--- src/rtl/tmp2_temp_formatter.sv ---
// tmp2_temp_formatter: converts raw TMP2 temperature samples into sign,
// saturated BCD digits (hundreds/tens/ones/tenths) and an overflow flag,
// with a single pending slot for samples arriving during a conversion and
// optional raw min/max trackers.
//
// Optional feature macro: TMP2_FMT_MINMAX_EN (min/max trackers).
//
// state  | meaning
// -------+-----------------------------------------------------------
// IDLE   | waiting for a sample
// ABS    | register sign and 17-bit magnitude of the working sample
// FRAC   | derive tenths and integer part, saturate at 199.9 degC
// DABBLE | 8 shift/add-3 iterations on the 8-bit integer part
// OUT    | outputs valid for one cycle, then load next sample or idle
module tmp2_temp_formatter (
    input  logic        clk,
    input  logic        rst,
    input  logic        valid_i,
    input  logic [15:0] temperature_i,
    input  logic        resolution,
    input  logic        clear_minmax,
    output logic        busy_o,
    output logic        valid_o,
    output logic        sign_o,
    output logic [3:0]  hundreds_o,
    output logic [3:0]  tens_o,
    output logic [3:0]  ones_o,
    output logic [3:0]  tenths_o,
    output logic        ovf_o,
    output logic        overrun_o,
    output logic [15:0] min_o,
    output logic [15:0] max_o
);

    typedef enum logic [2:0] {
        IDLE   = 3'd0,
        ABS    = 3'd1,
        FRAC   = 3'd2,
        DABBLE = 3'd3,
        OUT    = 3'd4
    } state_t;

    state_t      state_q, state_d;

    logic [15:0] work_q, work_d;
    logic        wsign_q, wsign_d;
    logic [16:0] mag_q, mag_d;
    logic [3:0]  wtenths_q, wtenths_d;
    logic        wovf_q, wovf_d;
    logic [19:0] dab_q, dab_d;
    logic [2:0]  cnt_q, cnt_d;
    logic [15:0] pend_q, pend_d;
    logic        pend_vld_q, pend_vld_d;
    logic        overrun_q, overrun_d;

    logic        sign_q, sign_d;
    logic [3:0]  hund_q, hund_d;
    logic [3:0]  tens_q, tens_d;
    logic [3:0]  ones_q, ones_d;
    logic [3:0]  tenths_q, tenths_d;
    logic        ovf_q, ovf_d;

    logic [15:0] masked;
    logic [16:0] sext;
    logic [10:0] frac_prod;
    logic [9:0]  int_raw;
    logic [19:0] dab_adj;
    logic [19:0] dab_next;
    logic        cap_en;
    logic [15:0] cap_val;

    // 13-bit format carries flags in the low three bits; drop them
    assign masked    = resolution ? temperature_i : {temperature_i[15:3], 3'b000};
    assign sext      = {work_q[15], work_q};
    assign frac_prod = {4'b0000, mag_q[6:0]} * 11'd10;
    assign int_raw   = mag_q[16:7];

    // One double-dabble step: add 3 to any BCD digit >= 5, then shift left
    always_comb begin
        dab_adj = dab_q;
        if (dab_q[19:16] >= 4'd5) dab_adj[19:16] = dab_q[19:16] + 4'd3;
        if (dab_q[15:12] >= 4'd5) dab_adj[15:12] = dab_q[15:12] + 4'd3;
        if (dab_q[11:8]  >= 4'd5) dab_adj[11:8]  = dab_q[11:8]  + 4'd3;
        dab_next = {dab_adj[18:0], 1'b0};
    end

    // Next-state, datapath and pending-slot logic
    always_comb begin
        state_d    = state_q;
        work_d     = work_q;
        wsign_d    = wsign_q;
        mag_d      = mag_q;
        wtenths_d  = wtenths_q;
        wovf_d     = wovf_q;
        dab_d      = dab_q;
        cnt_d      = cnt_q;
        pend_d     = pend_q;
        pend_vld_d = pend_vld_q;
        overrun_d  = overrun_q;
        sign_d     = sign_q;
        hund_d     = hund_q;
        tens_d     = tens_q;
        ones_d     = ones_q;
        tenths_d   = tenths_q;
        ovf_d      = ovf_q;
        cap_en     = 1'b0;
        cap_val    = masked;

        // Mid-conversion arrivals go to the pending slot; OUT handles its own
        if (valid_i && (state_q != IDLE) && (state_q != OUT)) begin
            pend_d     = masked;
            pend_vld_d = 1'b1;
            if (pend_vld_q) overrun_d = 1'b1;
        end

        case (state_q)
            IDLE: begin
                if (valid_i) begin
                    work_d  = masked;
                    cap_en  = 1'b1;
                    state_d = ABS;
                end
            end
            ABS: begin
                wsign_d = work_q[15];
                mag_d   = work_q[15] ? (~sext + 17'd1) : sext;
                state_d = FRAC;
            end
            FRAC: begin
                cnt_d = 3'd0;
                if (int_raw > 10'd199) begin
                    wovf_d    = 1'b1;
                    wtenths_d = 4'd9;
                    dab_d     = {12'h000, 8'd199};
                end else begin
                    wovf_d    = 1'b0;
                    wtenths_d = frac_prod[10:7];
                    dab_d     = {12'h000, int_raw[7:0]};
                end
                state_d = DABBLE;
            end
            DABBLE: begin
                dab_d = dab_next;
                cnt_d = cnt_q + 3'd1;
                if (cnt_q == 3'd7) begin
                    sign_d   = wsign_q;
                    hund_d   = dab_next[19:16];
                    tens_d   = dab_next[15:12];
                    ones_d   = dab_next[11:8];
                    tenths_d = wtenths_q;
                    ovf_d    = wovf_q;
                    state_d  = OUT;
                end
            end
            OUT: begin
                if (valid_i) begin
                    work_d     = masked;
                    cap_en     = 1'b1;
                    pend_vld_d = 1'b0;
                    if (pend_vld_q) overrun_d = 1'b1;
                    state_d    = ABS;
                end else if (pend_vld_q) begin
                    work_d     = pend_q;
                    cap_en     = 1'b1;
                    cap_val    = pend_q;
                    pend_vld_d = 1'b0;
                    state_d    = ABS;
                end else begin
                    state_d = IDLE;
                end
            end
            default: state_d = IDLE;
        endcase
    end

    // State register
    always_ff @(posedge clk) begin
        if (rst) state_q <= IDLE;
        else     state_q <= state_d;
    end

    // Working, pending and output registers
    always_ff @(posedge clk) begin
        if (rst) begin
            work_q     <= 16'h0000;
            wsign_q    <= 1'b0;
            mag_q      <= 17'h00000;
            wtenths_q  <= 4'h0;
            wovf_q     <= 1'b0;
            dab_q      <= 20'h00000;
            cnt_q      <= 3'd0;
            pend_q     <= 16'h0000;
            pend_vld_q <= 1'b0;
            overrun_q  <= 1'b0;
            sign_q     <= 1'b0;
            hund_q     <= 4'h0;
            tens_q     <= 4'h0;
            ones_q     <= 4'h0;
            tenths_q   <= 4'h0;
            ovf_q      <= 1'b0;
        end else begin
            work_q     <= work_d;
            wsign_q    <= wsign_d;
            mag_q      <= mag_d;
            wtenths_q  <= wtenths_d;
            wovf_q     <= wovf_d;
            dab_q      <= dab_d;
            cnt_q      <= cnt_d;
            pend_q     <= pend_d;
            pend_vld_q <= pend_vld_d;
            overrun_q  <= overrun_d;
            sign_q     <= sign_d;
            hund_q     <= hund_d;
            tens_q     <= tens_d;
            ones_q     <= ones_d;
            tenths_q   <= tenths_d;
            ovf_q      <= ovf_d;
        end
    end

`ifdef TMP2_FMT_MINMAX_EN
    logic [15:0] min_q, max_q;

    // Min/max trackers; a clear strobe wins over a same-cycle capture
    always_ff @(posedge clk) begin
        if (rst || clear_minmax) begin
            min_q <= 16'h7FFF;
            max_q <= 16'h8000;
        end else if (cap_en) begin
            if ($signed(cap_val) < $signed(min_q)) min_q <= cap_val;
            if ($signed(cap_val) > $signed(max_q)) max_q <= cap_val;
        end
    end

    assign min_o = min_q;
    assign max_o = max_q;
`else
    logic unused_minmax;
    assign unused_minmax = ^{cap_en, cap_val, clear_minmax};
    assign min_o = 16'h0000;
    assign max_o = 16'h0000;
`endif

    assign busy_o     = (state_q != IDLE);
    assign valid_o    = (state_q == OUT);
    assign sign_o     = sign_q;
    assign hundreds_o = hund_q;
    assign tens_o     = tens_q;
    assign ones_o     = ones_q;
    assign tenths_o   = tenths_q;
    assign ovf_o      = ovf_q;
    assign overrun_o  = overrun_q;

endmodule

--- config.mk ---
export PLATFORM = sky130hd
export DESIGN_NAME = tmp2_temp_formatter
export DESIGN_NICKNAME = d
export VERILOG_FILES = /design/src/rtl/tmp2_temp_formatter.sv
export SDC_FILE = /design/constraint.sdc
export NUM_CORES = 1
export LEC_CHECK = 0
export ABC_AREA = 1
export CAP_MARGIN = 5
export CORE_MARGIN = 5
export CORE_UTILIZATION = 59
export DETAILED_ROUTE_END_ITERATION = 8
export HOLD_SLACK_MARGIN = 0.12
export PLACE_DENSITY_LB_ADDON = 0.08
export REMOVE_ABC_BUFFERS = 1
export SYNTH_ARGS = -nofsm -noshare
export SYNTH_HDL_FRONTEND = slang
export SYNTH_SLANG_ARGS = --single-unit
export TNS_END_PERCENT = 100
--- constraint.sdc ---
create_clock -name clk -period 2.4 [get_ports clk]
set_input_delay 0.24 -clock clk [delete_from_list [all_inputs] [get_ports clk]]
set_output_delay 0.24 -clock clk [all_outputs]
set_load 0.01 [all_outputs]
==> results of run 1 <==
## logic make-up (layout without fill, tap and decap cells)
| logic type | Yosys count | count (layout) | share of synthesized area |
|---|---|---|---|
| adders and majority gates | 17 | 17 | 0.04227 |
| other | 1 | 32 | 0.0007452 |
| xor gates and xnor gates | 8 | 8 | 0.01392 |
| and+or+nand+nor | 274 | 274 | 0.2290 |
| DFF | 101 | 101 | 0.4018 |
| AOI/OAI and AO/OA | 171 | 171 | 0.1790 |
| buffers and inverters | 138 | 140 | 0.1333 |
## state kept, by name, indices dropped and copies added, names as in the netlist
register and count:
state_q 3, wtenths_q 4, tens_o 4, ovf_o 1, overrun_o 1, dab_q 20
cnt_q 3, wsign_q 1, wovf_q 1, ones_o 4, pend_vld_q 1, mag_q 17
pend_q 16, tenths_o 4, work_q 16, hundreds_o 4, sign_o 1
## layer usage
layer  vias to the layer above  part of all wire  global-route usage
li1                       2304                 -                   -
met1                      2093              0.46              0.2850
met2                       104              0.49              0.3793
met3                        11             0.046             0.04027
met4                         0            0.0096             0.05752
met5                         -                 0                   0
## worst register-to-register path: stages (launching register included)
cell	delay, ns
dfxtp_1	0.35
inv_2	0.06
nor2_1	0.18
inv_2	0.22
nor2_4	0.34
nand2_2	0.39
a21oi_1	0.24
o21ai_0	0.10
inv_1	0.07
## worst max path at each step
stage / end / slack, ns
after CTS: valid_o / 0.39
after floorplan: hundreds_o[0] / 0.58
after global placement: hundreds_o[2] / 0.44
final: valid_o / 0.40
after global routing: hundreds_o[0] / 0.12
after detailed placement: hundreds_o[2] / 0.40
## cell usage in the layout (no fill, tap or decap), types with 9 or more instances in the layout
cell / instances
nand2_1: 137
dfxtp_1: 101
a21oi_1: 92
nor2_1: 73
inv_1: 69
o21ai_0: 49
nand3_1: 47
clkdlybuf4s50_1: 39
conb_1: 32
ha_1: 17
o21ai_1: 12
a31oi_1: 10
clkbuf_8: 9
buf_4: 9
## metrics by stage
stage / power [uW] / hold slack [ns] / worst slack [ns] / cell area (um2) / utilization
after detailed placement: 2851 / 0.4341 / 0.3960 / 5356 / 0.6486
after CTS: 3965 / 0.4371 / 0.3867 / 5562 / 0.6735
after global routing: 4202 / 0.4634 / 0.1181 / 5562 / 0.6735
after global placement: 2831 / 0.4324 / 0.4377 / 5356 / 0.6486
after floorplan: 2581 / 0.3091 / 0.5811 / 4762 / -
final: 3945 / 0.4475 / 0.3991 / 5562 / 0.6735
## final cells by class
cell class	instances	area [um2]
fill	745	2696
multi-input combinational	502	2456
sequential	101	2022
timing repair buffer	49	462.9
inverter	75	284.0
tap	105	131.4
clock buffer	9	123.9
clock inverter	7	81.33
## report_power, final
group / switching [uW] / internal, uW
Combinational: 558 / 297
Sequential: 144 / 1830
Clock: 622 / 497
Total: 1320 / 2620
==> impl_results.md, run 1 <==
- Final std cells w/o fill: 848
- Share of cells above drive strength 1: 0.05922
- Sequential area share after synthesis: 0.4018
- Top Family by Delay on Critical Path: buffers and inverters
- Max cap viols: 0
- Pin count of the biggest net entering global routing: 54
- Outcome: finished clean
- First-pass GRT wire length: 18770 um
- IO Port Bufs: 40
- Synth area leaders: dfxtp_1 (40%), nand2_1 (10%), a21oi_1 (9.1%), nor2_1 (5.4%), inv_1 (5.1%)
- Worst R2R End: hundreds_o[2]
- Buf/Inv on CP: 2
- CP max-delay cell: clkdlybuf4s50_1
- Worst hold path type: in2reg
- Max-slew violations: 0
- Crit path launch: state_q[2]
- Initial DRT Pass Iterations: 5
- Post-synth top cells: nand2_1 (137), dfxtp_1 (101), a21oi_1 (92)
- Initial antenna violation count: 0
- Critical-path cell list: inv_1 > nor2_4 > clkdlybuf4s50_1
- Total Wirelength: 11080 um
- Longest Clk Path Bufs: 2
- Hold depth: 3
- Num Clock Sinks: 101
- Crit path depth: 3
- Synth cell types: 35
- Worst skew pair latency: 0.37 ns
- CP max stage delay: 0.60 ns
- Leading area contributor after synthesis: dfxtp_1
- Flop2flop setup slack: 0.41 ns
- Overflow after GRT: 0
- CP Capture Type: output port
- #FFs+latches synth: 101
- Crit path launch type: register
- Setup TNS: 0 ns
- CTS buffer count: 9
- Cell Area, Synth: 5032 um2
- Maximum vdd ir drop: 0.0004272 V
- CTS H-tree lvls: 3
- DR iter-0 viols: 160
- RSZ-0062 raised after global routing: no
- Worst EP required: 2.16 ns
- GP Congestion: 0.8794
- Final ANT Viol Nets: 0
- FFs w/ async S/R, synth: 0
- Final period utilization: 0.8337
- Arr. time, crit path: 1.76 ns
- Post-route minimum period: 2.001 ns
- # resized after CTS: 0
- PD cells: 709.3 nW/um2
- Wire length per cell: 13.07 um
- All-Layer GR Usage: 0.2203
- Crit path max fanout: 8
- CP Class: reg2out
- Post-CTS setup buffer count: 0
- FMAX: 0.4998 GHz
- Initial Utilization: 0.6094
- Clk_skew: 0.01154 ns
- Number of flops mapped to enable cells by yosys: 0
- Dpl cells: 832
- Die H: 102.4 um
- Number of nets in the layout: 776
- Full die area: 10480 um2
- Worst-Margin Slew: 0.5972 ns
- Syn Inst Count: 710
- Worst hold start: rst
- Most numerous cell in the Yosys netlist: nand2_1
- I/O pins: 74
- Die Wd: 102.4 um
- Vias in the first global route: 4153
- Residual DRC: 0
- Mean Syn Cell Area: 7.088 um2
- CTS root buf: clkbuf_8
- Yosys warning count: 0
- Cts hold-fix bufs: 0
- Clock transition at path regs: 0.10 ns
- FP Rows: 33
- Min-Delay Endpoint: overrun_o
- Final hold vios: 0
- CTS tree: yes
- Vias/cell: 5.321
- R2R cell count: 8
- Static leakage: 0.002381 uW
- Core area: 8258 um2
- Setup violators final: 0
- Hpwl dp: 7758 um
- Reg-to-Reg Start: state_q[1]
- Max-slew headroom: 0.6013
- Share of the synthesized area in the top cell type: 0.4018
- Area growth syn-to-layout: 10.52%
- Antenna cell count: 0
- Synth Flop Type: dfxtp_1
- Via Count: 4512
Note: power is estimated with default switching activity, not from simulation.
==> run 2, diff against run 1 <==
--- a/config.mk
+++ b/config.mk
@@ -8,7 +8,7 @@
 export ABC_AREA = 1
 export CAP_MARGIN = 5
 export CORE_MARGIN = 5
-export CORE_UTILIZATION = 59
+export CORE_UTILIZATION = 54
 export DETAILED_ROUTE_END_ITERATION = 8
 export HOLD_SLACK_MARGIN = 0.12
 export PLACE_DENSITY_LB_ADDON = 0.08
==> constraint.sdc (replaced) <==
create_clock -name clk -period 1.85 [get_ports clk]
set_input_delay 0.185 -clock clk [delete_from_list [all_inputs] [get_ports clk]]
set_output_delay 0.185 -clock clk [all_outputs]
set_load 0.01 [all_outputs]
==> run 2 against run 1 <==
  * Die area is 8.3% higher
  * Global-route usage is 4.3 points lower
  * Via count is 3.3% lower
  * Worst hold slack worse by 0.051 ns
  * Critical path depth is 6 higher
  * Worst setup slack worse by 0.22 ns
  * Routed wire length is 8.5% lower
  * Critical path type is now reg2reg
==> impl_results.md, run 2 (synthesis gave the netlist of run 1 again) <==
- Pin count of the biggest net entering global routing: 54 (unchanged)
- IO Port Bufs: 40 (unchanged)
- Vias/cell: 5.086 (-4.4%)
- CP max-delay cell: dfxtp_1
- I/O pins: 74 (unchanged)
- Number of nets in the layout: 780 (+0.52%)
- Setup WS post-layout: 0.1811 ns (-0.2180 ns)
- Crit path launch type: register
- Max FFs per register: 20 (unchanged)
- # resized after CTS: 0 (unchanged)
- Via Count: 4364 (-3.3%)
- Design area: 5615 um2 (+0.97%)
- # fillers: 862 (+16%)
- Crit path max fanout: 4 (-4)
- Die Wd: 106.5 um (+4.1%)
- Area post-placement: 5419 um2 (+1.2%)
- Cts hold-fix bufs: 0 (unchanged)
- Worst EP required: 2.15 ns (about the same)
- RSZ-0062 raised after global routing: no
- Wire length per cell: 11.81 um (-9.6%)
- CTS tree: yes
- Initial antenna violation count: 0 (unchanged)
- Multi-input logic area: 2465 um2 (+0.36%)
- PD cells: 891.3 nW/um2 (+26%)
- Hpwl dp: 7192 um (-7.3%)
- Top Family by Delay on Critical Path: adder cells
- Dpl cells: 842 (+1.2%)
- Setup violators final: 0 (unchanged)
- Biggest register: dab_q
- Final period utilization: 0.9021
- Longest Clk Path Bufs: 2 (unchanged)
- DP Worst Slack: 0.1420 ns (-0.2541 ns)
- Final ANT Viol Nets: 0 (unchanged)
- Share of cells above drive strength 1: 0.06693 (+0.007715)
- Area growth syn-to-layout: 11.59%
- FP Rows: 35 (+6.1%)
- Initial DRT Pass Iterations: 4 (-1)
- Post-CTS setup buffer count: 0 (unchanged)
- Final hold vios: 0 (unchanged)
- FMAX: 0.5992 GHz
- CP dominant cell by count: nand3_1
- CP max stage delay: 0.40 ns (-0.20 ns)
- Maximum vdd ir drop: 0.0005708 V (+34%)
- Max-slew headroom: 0.6310 (+0.02969)
- Antenna cell count: 0 (unchanged)
- Residual DRC: 0 (unchanged)
- CP Capture Type: register
- Final std cells w/o fill: 858 (+1.2%)
- Initial Utilization: 0.5498 (-0.05956)
- Outcome: finished clean
- CTS buffer count: 9 (unchanged)
- Reg area: 2023 um2 (about the same)
- Vias in the first global route: 3880 (-6.6%)
- Num Clock Sinks: 101 (unchanged)
- Max cap viols: 0 (unchanged)
- Clk_skew: 0.01388 ns (+0.002347 ns)
- CTS H-tree lvls: 3 (unchanged)
- Clock transition at path regs: 0.09 ns (about the same)
- DR iter-0 viols: 151 (-5.6%)
- Commonest non-fill, non-tap cell in the layout: nand2_1
- Most frequent cells in the layout: nand2_1 (137), dfxtp_1 (100), a21oi_1 (91)
- Worst hold path type: in2reg
- Core area: 9153 um2 (+11%)
- Full die area: 11350 um2 (+8.3%)
- Worst skew pair latency: 0.37 ns (about the same)
- First-pass GRT wire length: 16820 um (-10%)
- Top flop regs: dab_q x20, mag_q x17
- Final hold slack: 0.3961 ns (-0.05139 ns)
- Worst-Margin Slew: 0.5535 ns (-0.04372 ns)
- Overflow after GRT: 0 (unchanged)
- Utilization after layout: 0.6135 (-0.05995)
- Total Wirelength: 10140 um (-8.5%)
- Post-route minimum period: 1.669 ns
- Buf/Inv on CP: 1 (-1)
- Static leakage: 0.002435 uW (+2.3%)
- Critical-path cell list: ha_1 > ha_1 > nand2_1 > inv_1 > nand3_1 > nand3_1 > nand2_1 > nand3_1 > a21oi_1
- CTS root buf: clkbuf_8
- Arr. time, crit path: 1.97 ns (+0.21 ns)
- CP Class: reg2reg
- GP Congestion: 0.8654 (-1.6%)
- Die H: 106.5 um (+4.1%)
- All-Layer GR Usage: 0.1770 (-0.04332)
- Max-slew violations: 0 (unchanged)
-- run 2: changes by cell type in the layout (fill, tap and decap cells not counted), sizes merged --
cell / change
dlymetal6s2s: +2
clkinv: +2
buf: +4
clkdlybuf4s50: -2
clkinvlp: -1
bufinv: -1
-- run 2: power breakdown --
part           leakage, uW  internal (uW)  switching (uW)
logic              0.00152            430             732
clock network    0.0000881            508             811
registers         0.000825           2370             154
-- run 2: final cells by class --
cell class,count,share of cell area
multi-input combinational,502,0.4389
sequential,101,0.3603
timing repair buffer,53,0.09314
inverter,75,0.05058
tap,111,0.02473
clock buffer,9,0.02206
clock inverter,7,0.01025
-- run 2: worst paths after layout --
check	startpoint	end	slack (ns)	depth (start not counted)
min reg2reg	mag_q[16]	mag_q[16]	0.46	2
min	rst	wovf_q	0.40	5
max	mag_q[6]	wtenths_q[2]	0.18	9
max reg2reg	mag_q[6]	wtenths_q[2]	0.18	9
-- run 2: per-stage QoR --
| step | total power (uW) | TNS, ns |
|---|---|---|
| after CTS | 5038 | -0.06630 |
| after floorplan | 3348 | 0 |
| after detailed placement | 3723 | 0 |
| after global routing | 5321 | 0 |
| after global placement | 3697 | 0 |
| final | 5005 | 0 |
-- run 2: metal layers --
| metal | track usage | part of all wire | routed length [um] |
|---|---|---|---|
| met4 | 0.09132 | 0.021 | 213 |
| met1 | 0.2098 | 0.46 | 4695 |
| met2 | 0.3081 | 0.48 | 4829 |
| met5 | 0 | 0 | 0 |
| met3 | 0.02793 | 0.039 | 396 |
-- run 2: tightest hold or removal path: cells and delay by family --
family / cells / cell delay [ns]
AND/OR/NAND/NOR: 1 / 0.12
buffers and inverters: 4 / 0.42
